===== config.mk =====
export PLATFORM = sky130hd
export DESIGN_NAME = alu_src_arbiter
export DESIGN_NICKNAME = d
export VERILOG_FILES = /design/src/rtl/alu_src_arbiter.sv
export SDC_FILE = /design/constraint.sdc
export NUM_CORES = 1
export LEC_CHECK = 0
export CAP_MARGIN = 40
export CORE_MARGIN = 2
export CORE_UTILIZATION = 37
export DETAILED_ROUTE_END_ITERATION = 12
export GPL_ROUTABILITY_DRIVEN = 0
export PLACE_DENSITY = 0.85
export SLEW_MARGIN = 20
export SYNTH_ARGS = -nofsm -noshare
export SYNTH_HDL_FRONTEND = slang
export SYNTH_SLANG_ARGS = --single-unit

===== constraint.sdc =====
create_clock -name clk -period 3.96 [get_ports clk]
set_input_delay 0.792 -clock clk [delete_from_list [all_inputs] [get_ports clk]]
set_output_delay 0.792 -clock clk [all_outputs]
set_load 0.03 [all_outputs]

===== src/rtl/alu_src_arbiter.sv =====
// Round-robin arbiter sharing the ALU operand path between three sources, with a
// one-entry valid/ready output register. Optional lock support: ALU_SRC_ARB_LOCK_EN.
module alu_src_arbiter #(
  parameter int WIDTH = 32
) (
  input  logic             clk,
  input  logic             rst_n,
  input  logic [2:0]       req,
`ifdef ALU_SRC_ARB_LOCK_EN
  input  logic [2:0]       lock,
`endif
  input  logic [WIDTH-1:0] in0,
  input  logic [WIDTH-1:0] in1,
  input  logic [WIDTH-1:0] in2,
  output logic [2:0]       gnt,
  output logic [1:0]       choice,
  output logic [WIDTH-1:0] res,
  output logic             out_valid,
  input  logic             out_ready
);

  typedef enum logic [1:0] {
    SRC0  = 2'b00,
    SRC1  = 2'b01,
    SRC2  = 2'b10,
    EMPTY = 2'b11
  } src_t;

  src_t             choice_q;
  logic [WIDTH-1:0] res_q;
  logic             valid_q;
  logic [1:0]       last_q;

  logic             can_accept;
  logic             found;
  logic [1:0]       gidx;
  logic [1:0]       cand;
  logic [1:0]       nlast;
  logic [WIDTH-1:0] sel_data;

  function automatic logic [1:0] wrap3(input logic [2:0] v);
    return (v >= 3'd3) ? 2'(v - 3'd3) : v[1:0];
  endfunction

  // Search last+1, last+2, last; first requester wins.
  always_comb begin
    can_accept = !valid_q || out_ready;
    found      = 1'b0;
    gidx       = last_q;
    cand       = last_q;
    gnt        = '0;
    if (rst_n && can_accept) begin
      for (int unsigned k = 1; k <= 3; k++) begin
        cand = wrap3({1'b0, last_q} + 3'(k));
        if (!found && req[cand]) begin
          found = 1'b1;
          gidx  = cand;
        end
      end
    end
    if (found) begin
      gnt[gidx] = 1'b1;
    end
  end

  always_comb begin
    sel_data = in2;
    case (gidx)
      2'd0:    sel_data = in0;
      2'd1:    sel_data = in1;
      default: sel_data = in2;
    endcase
  end

  // A locked grant parks the pointer one step behind, so the same source is searched first.
  always_comb begin
    nlast = gidx;
`ifdef ALU_SRC_ARB_LOCK_EN
    if (lock[gidx]) begin
      nlast = (gidx == 2'd0) ? 2'd2 : gidx - 2'd1;
    end
`else
    nlast = gidx;
`endif
  end

  always_ff @(posedge clk) begin
    if (!rst_n) begin
      res_q    <= '0;
      choice_q <= EMPTY;
      valid_q  <= 1'b0;
      last_q   <= 2'd2;
    end else if (found) begin
      res_q    <= sel_data;
      choice_q <= src_t'(gidx);
      valid_q  <= 1'b1;
      last_q   <= nlast;
    end else if (valid_q && out_ready) begin
      choice_q <= EMPTY;
      valid_q  <= 1'b0;
    end
  end

  assign res       = res_q;
  assign choice    = choice_q;
  assign out_valid = valid_q;

endmodule

======== After elaboration in Yosys (flattened, before gate mapping) ========
Index checks and enable logic that the tools add are counted.
operators by class
  add/sub/neg operators ................... 6
  magnitude comparators ................... 8
  equal/unequal tests ..................... 1
  mux-type cells .......................... 27
  reductions and logical operators ........ 11
operators with widths
  cell                                                                                  count
  32-bit case mux with 2 select lines                                                   1
  2-bit two-way mux                                                                     9
  2-bit by 3-bit less-than comparator with 1-bit output (second input constant)         4
  1-bit two-way mux                                                                     12
  3-bit by 2-bit greater-or-equal comparator with 1-bit output (second input constant)  3
  2-bit by 2-bit adder with 3-bit output (second input constant)                        2
  1-bit binary-select mux with 2-bit select                                             3
  2-bit subtractor (second input constant)                                              3
  1-bit logical AND                                                                     5
  2-bit by 1-bit adder with 3-bit output (second input constant)                        1
  1-bit zero test                                                                       3
  3-bit two-way mux                                                                     1
  1-bit demux with 2-bit select                                                         1
  2-bit by 1-bit == test with 1-bit output (second input constant)                      1
  2-bit by 1-bit greater-or-equal comparator with 1-bit output (second input constant)  1
  2-bit zero test                                                                       1
  2-bit nonzero test                                                                    1
  1-bit logical OR                                                                      1
storage, ports and cells
  register bits after elaboration ......... 37
  bits of input ports ..................... 102
  output and inout bits ................... 38

======== Longest topological paths before layout ========
Gate-level depths: netlist of the first run.
  depth after elaboration ................. 20
  gate-level depth with buffers ........... 12
  gate-level depth less buffers ........... 8

======== Worst setup path before layout of the first run ========
Ideal clock, no wire load.
  path type ............................... reg-to-output
  start point ............................. register last_q[0]
  end point ............................... output port gnt[0]
  arrival time ............................ 2.526 ns
  data required time ...................... 3.168 ns
  setup slack ............................. 0.642 ns
  cell stages (with the launch flop) ...... 9
  cell sequence ........................... dfxtp_1 > inv_1 > ha_1 > buf_2 > nand2b_1 > a311oi_1 > o31ai_4 > o21ai_1 > nor3b_1
on the way
  longest elaborated chain between the ends .. 20
  elaborated cells on any way between the ends .. 38
  those cells by class .................... 6 x add/sub; 5 x order compare; 22 x mux; 5 x reduce/logical
ends and longest elaborated chain
  what                                                                                                                                                                line  source
  start, declared                                                                                                                                                     32    logic [1:0] last_q;
  start signal, assigned                                                                                                                                              97    last_q <= nlast;
  2-bit by 1-bit adder with 3-bit output                                                                                                                              54    cand = wrap3({1'b0, last_q} + 3'(k));
  3-bit by 2-bit greater-or-equal comparator with 1-bit output / 2-bit subtractor (equally long branches)                                                             42    return (v >= 3'd3) ? 2'(v - 3'd3) : v[1:0];
  2-bit two-way mux                                                                                                                                                   42
  1-bit binary-select mux with 2-bit select                                                                                                                           55    if (!found && req[cand]) begin
  1-bit two-way mux (not written as such)                                                                                                                             55
  1-bit two-way mux                                                                                                                                                   55
  1-bit two-way mux                                                                                                                                                   52    if (rst_n && can_accept) begin
  1-bit zero test                                                                                                                                                     55
  [... 4 more ...]                                                                                                                                                    n/a
  1-bit logical AND                                                                                                                                                   55
  2-bit two-way mux                                                                                                                                                   55
  2-bit two-way mux                                                                                                                                                   52
  2-bit by 3-bit less-than comparator with 1-bit output (not written as such) / 2-bit by 1-bit greater-or-equal comparator with 1-bit output (equally long branches)  62    gnt[gidx] = 1'b1;
  1-bit logical AND (not written as such)                                                                                                                             62
  1-bit two-way mux (not written as such)                                                                                                                             62
  1-bit demux with 2-bit select                                                                                                                                       62
  3-bit two-way mux (*)                                                                                                                                               61    if (found) begin
  end, declared                                                                                                                                                       15    output logic [2:0] gnt,
Every way passes the cells marked *; elsewhere a longest branch is shown, timed or not. The select of a mux whose other input is x is not followed.

======== Worst setup path in the final report of the first run ========
  start point ............................. input port req[1]
  end point ............................... output port gnt[2]
on the way
  longest elaborated chain between the ends .. 17
  elaborated cells on any way between the ends .. 26
  those cells by class .................... 2 x order compare; 19 x mux; 5 x reduce/logical
ends and longest elaborated chain
  what                                                                                                                                                                line  source
  start, declared                                                                                                                                                     8     input logic [2:0] req,
  1-bit binary-select mux with 2-bit select                                                                                                                           55
  1-bit two-way mux (not written as such)                                                                                                                             55
  1-bit two-way mux                                                                                                                                                   55
  1-bit two-way mux                                                                                                                                                   52
  1-bit zero test                                                                                                                                                     55
  1-bit logical AND                                                                                                                                                   55
  1-bit two-way mux                                                                                                                                                   55
  1-bit two-way mux                                                                                                                                                   52
  1-bit zero test                                                                                                                                                     55
  1-bit logical AND                                                                                                                                                   55
  2-bit two-way mux                                                                                                                                                   55
  2-bit two-way mux                                                                                                                                                   52
  2-bit by 3-bit less-than comparator with 1-bit output (not written as such) / 2-bit by 1-bit greater-or-equal comparator with 1-bit output (equally long branches)  62
  1-bit logical AND (not written as such)                                                                                                                             62
  1-bit two-way mux (not written as such)                                                                                                                             62
  1-bit demux with 2-bit select                                                                                                                                       62
  3-bit two-way mux (*)                                                                                                                                               61
Marked as above.

==> results.cfg, run 1 <==
[setup_path]
critPathKind = input pin to output port
crit_start = req[1]
path_max_fanout = 4
reg2reg_depth = 9
worstSetupStartpointType = input pin
crit_required_ps = 3170
r2r_start = last_q[0]
worstPathArrival_ps = 2920
cp-end-kind = output port

[logic_synthesis]
syn-cell-area_um2 = 2221
synthFlopType = dfxtp_1
synth_top_area_cell = dfxtp_1
synth_edf_count = 0
synth-seq-cells = 37
async_reset_ff_share_pct = 0
syn_avg_cell_area_um2 = 9.371
ys.warnings.count = 0
yosysSeqAreaShare_pct = 33.35
syn_inst = 237
netlist_top_cells_area = dfxtp_1, o221ai_2, mux2i_1, nand2_1, inv_1
synth_top_area_share_pct = 33.35
syn_nets = 342
synth_cell_types = 34

[power_and_ir_drop]
clkPwrFrac_pct = 10.7
p_sw_share_pct = 44.51
power.density_nw_per_um2 = 651.8
ir_worst_vdd_mv = 0.3781
power.switching_uw = 1095
p_seq_share_pct = 25.3
internal-power_uw = 1365
p_comb_share_pct = 64.0
total_leakage_power_uw = 0.001504
fin_total_pwr_uw = 2460

[sta]
tns_ps = 0
layout_min_cycle_time_ps = 3708
fin_crit_sh_pct = 93.64
slew_headroom_pct = 64.43
rsz0062_at_grt = false
fin_hold_ws_ps = 466.5
fmax_mhz = 269.7
hold_viol_final = 0
finalSetupViolations = 0
finalClockSkew_ps = 3.891
tightest_slew_ps = 533.6
slew_viol_final = 0

[clocking]
clock_path_buffers = 2
clk_pin_slew_ps = 70
cts-root-buf = clkbuf_8
htreeDepth = 2
cts_buffers = 5
clock_latency_ps = 280
clock_sinks = 37
cts_setup_buffers = 0
cts_tree = done

[placement]
place_area_um2 = 3680
dp_hpwl_mm = 5.126
port_buffers = 139

[layout]
final_area_um2 = 3775
mostFrequentLayoutCell = clkdlybuf4s50_1
final_nets = 480
drive_above_1_share_pct = 13.33
insertedDiodeCount = 0
seq_area_um2 = 740.7
multiInputGateArea_um2 = 1264
mostFrequentLayoutCells = clkdlybuf4s50_1, nand2_1, dfxtp_1
n_fill_cell = 494
area_growth_pct = 69.97

[routing]
antenna_left = 0
routedWlPerCell_um = 14.52
routed_wl_mm = 6.535
avgViaCountPerCell = 5.042
dr.pass1.iters = 4
dr_total_vias = 2269
drt_iter0_markers = 62
drc = 0

[global_route]
grt_pass1_wl_mm = 10.05
track_usage_pct = 19.46
first_global_vias = 2253
grt_max_degree = 36
antenna_found_initial = 0
gr-total-overflow = 0

[die]
io_pins = 140
die_height_um = 81.48
rows = 28
core_area_um2 = 5851
die_area_um2 = 6638
chipWidth_um = 81.48
start_util_pct = 37.96

[worst_hold_path]
hold_class = flop to flop
min_from = res[14]
hold_path_depth = 2

[run]
maxCapViolCount = 0

[status]
run_status = completed
[synthesized netlist by cell type (all sizes together) (2+ instances only)]
| master | n |
|---|---|
| dfxtp | 37 |
| a21boi | 2 |
| inv | 37 |
| ha | 3 |
| a311oi | 2 |
| buf | 9 |
| mux2i | 33 |
| nand3 | 5 |
| nand2 | 37 |
| o221ai | 32 |
| o21ai | 3 |
| nor2b | 2 |
| a21oi | 7 |
| clkbuf | 7 |
| nand2b | 6 |
[cell type report]
type                            instances  area share [%]
Clock buffer                            7           2.287
Multi-Input combinational cell        147           33.48
Inverter                               37           3.679
Sequential cell                        37           19.62
Tap cell                               75           2.486
Timing Repair Buffer                  147           38.45
[sequential cells by signal (all words and copies together), names as in the netlist]
| signal | flops |
|---|---|
| last_q | 2 |
| out_valid | 1 |
| res | 32 |
| choice | 2 |
[routing by layer]
layer / wire [µm] / GRT usage (%) / vias to the layer above
met3: 619 / 6.374 / 14
li1: - / - / 1113
met4: 153 / 7.627 / 0
met1: 2437 / 21.19 / 1042
met2: 3326 / 34.75 / 100
met5: 0 / 0 / -
[repair_timing]
item,4_1_cts,5_1_grt
hold buffers,0,0
resized for setup,0,2
endpoints found under the setup margin,0,2
[power groups by stage]
stage / combinational, µW / clock, µW / sequential, µW
6_report: 1570 / 264 / 622
5_1_grt: 1680 / 293 / 644
4_1_cts: 1590 / 274 / 622
3_5_place_dp: 1590 / 0 / 627
3_3_place_gp: 1560 / 0 / 621
2_1_floorplan: 757 / 0 / 912
[through the flow]
| step | setup WS, ps | util [%] | std cells |
|---|---|---|---|
| floorplan | 641.9 | - | 237 |
| detailed placement | 143.0 | 62.90 | 443 |
| global placement | 168.2 | 62.90 | 443 |
| CTS | 1.928 | 64.37 | 450 |
| global route | 67.15 | 64.52 | 450 |
| finish | 252.0 | 64.52 | 450 |
[worst paths after layout]
check | to | slack (ps)
max | gnt[2] | 250
min | res[14] | 470
max reg2reg | res[15] | 1050
min reg2reg | res[14] | 470
[critical path, cell delays in order]
cell and delay [ps]:
clkdlybuf4s50_1 450, buf_4 170, a22oi_1 240, a21oi_1 160, o31ai_4 260, o21ai_1 120, or3_2 500, inv_2 70
buf_4 150
[cells by family after synthesis]
| family | after synthesis | share of synthesized area [%] |
|---|---|---|
| muxes | 33 | 14.87 |
| DFF | 37 | 33.35 |
| adders and majority gates | 3 | 1.690 |
| and+or+nand+nor | 55 | 11.04 |
| buffers and inverters | 53 | 10.31 |
| AOI/OAI and AO/OA | 56 | 28.73 |
Note: power is estimated with default switching activity, not from simulation.
==> run 2: changes to the inputs <==
--- a/config.mk
+++ b/config.mk
@@ -11,7 +11,6 @@
 export DETAILED_ROUTE_END_ITERATION = 12
 export GPL_ROUTABILITY_DRIVEN = 0
 export PLACE_DENSITY = 0.85
-export SLEW_MARGIN = 20
 export SYNTH_ARGS = -nofsm -noshare
 export SYNTH_HDL_FRONTEND = slang
 export SYNTH_SLANG_ARGS = --single-unit
==> results of run 2 <==
The final DEF is identical to that of run 1; final timing and power are the same.
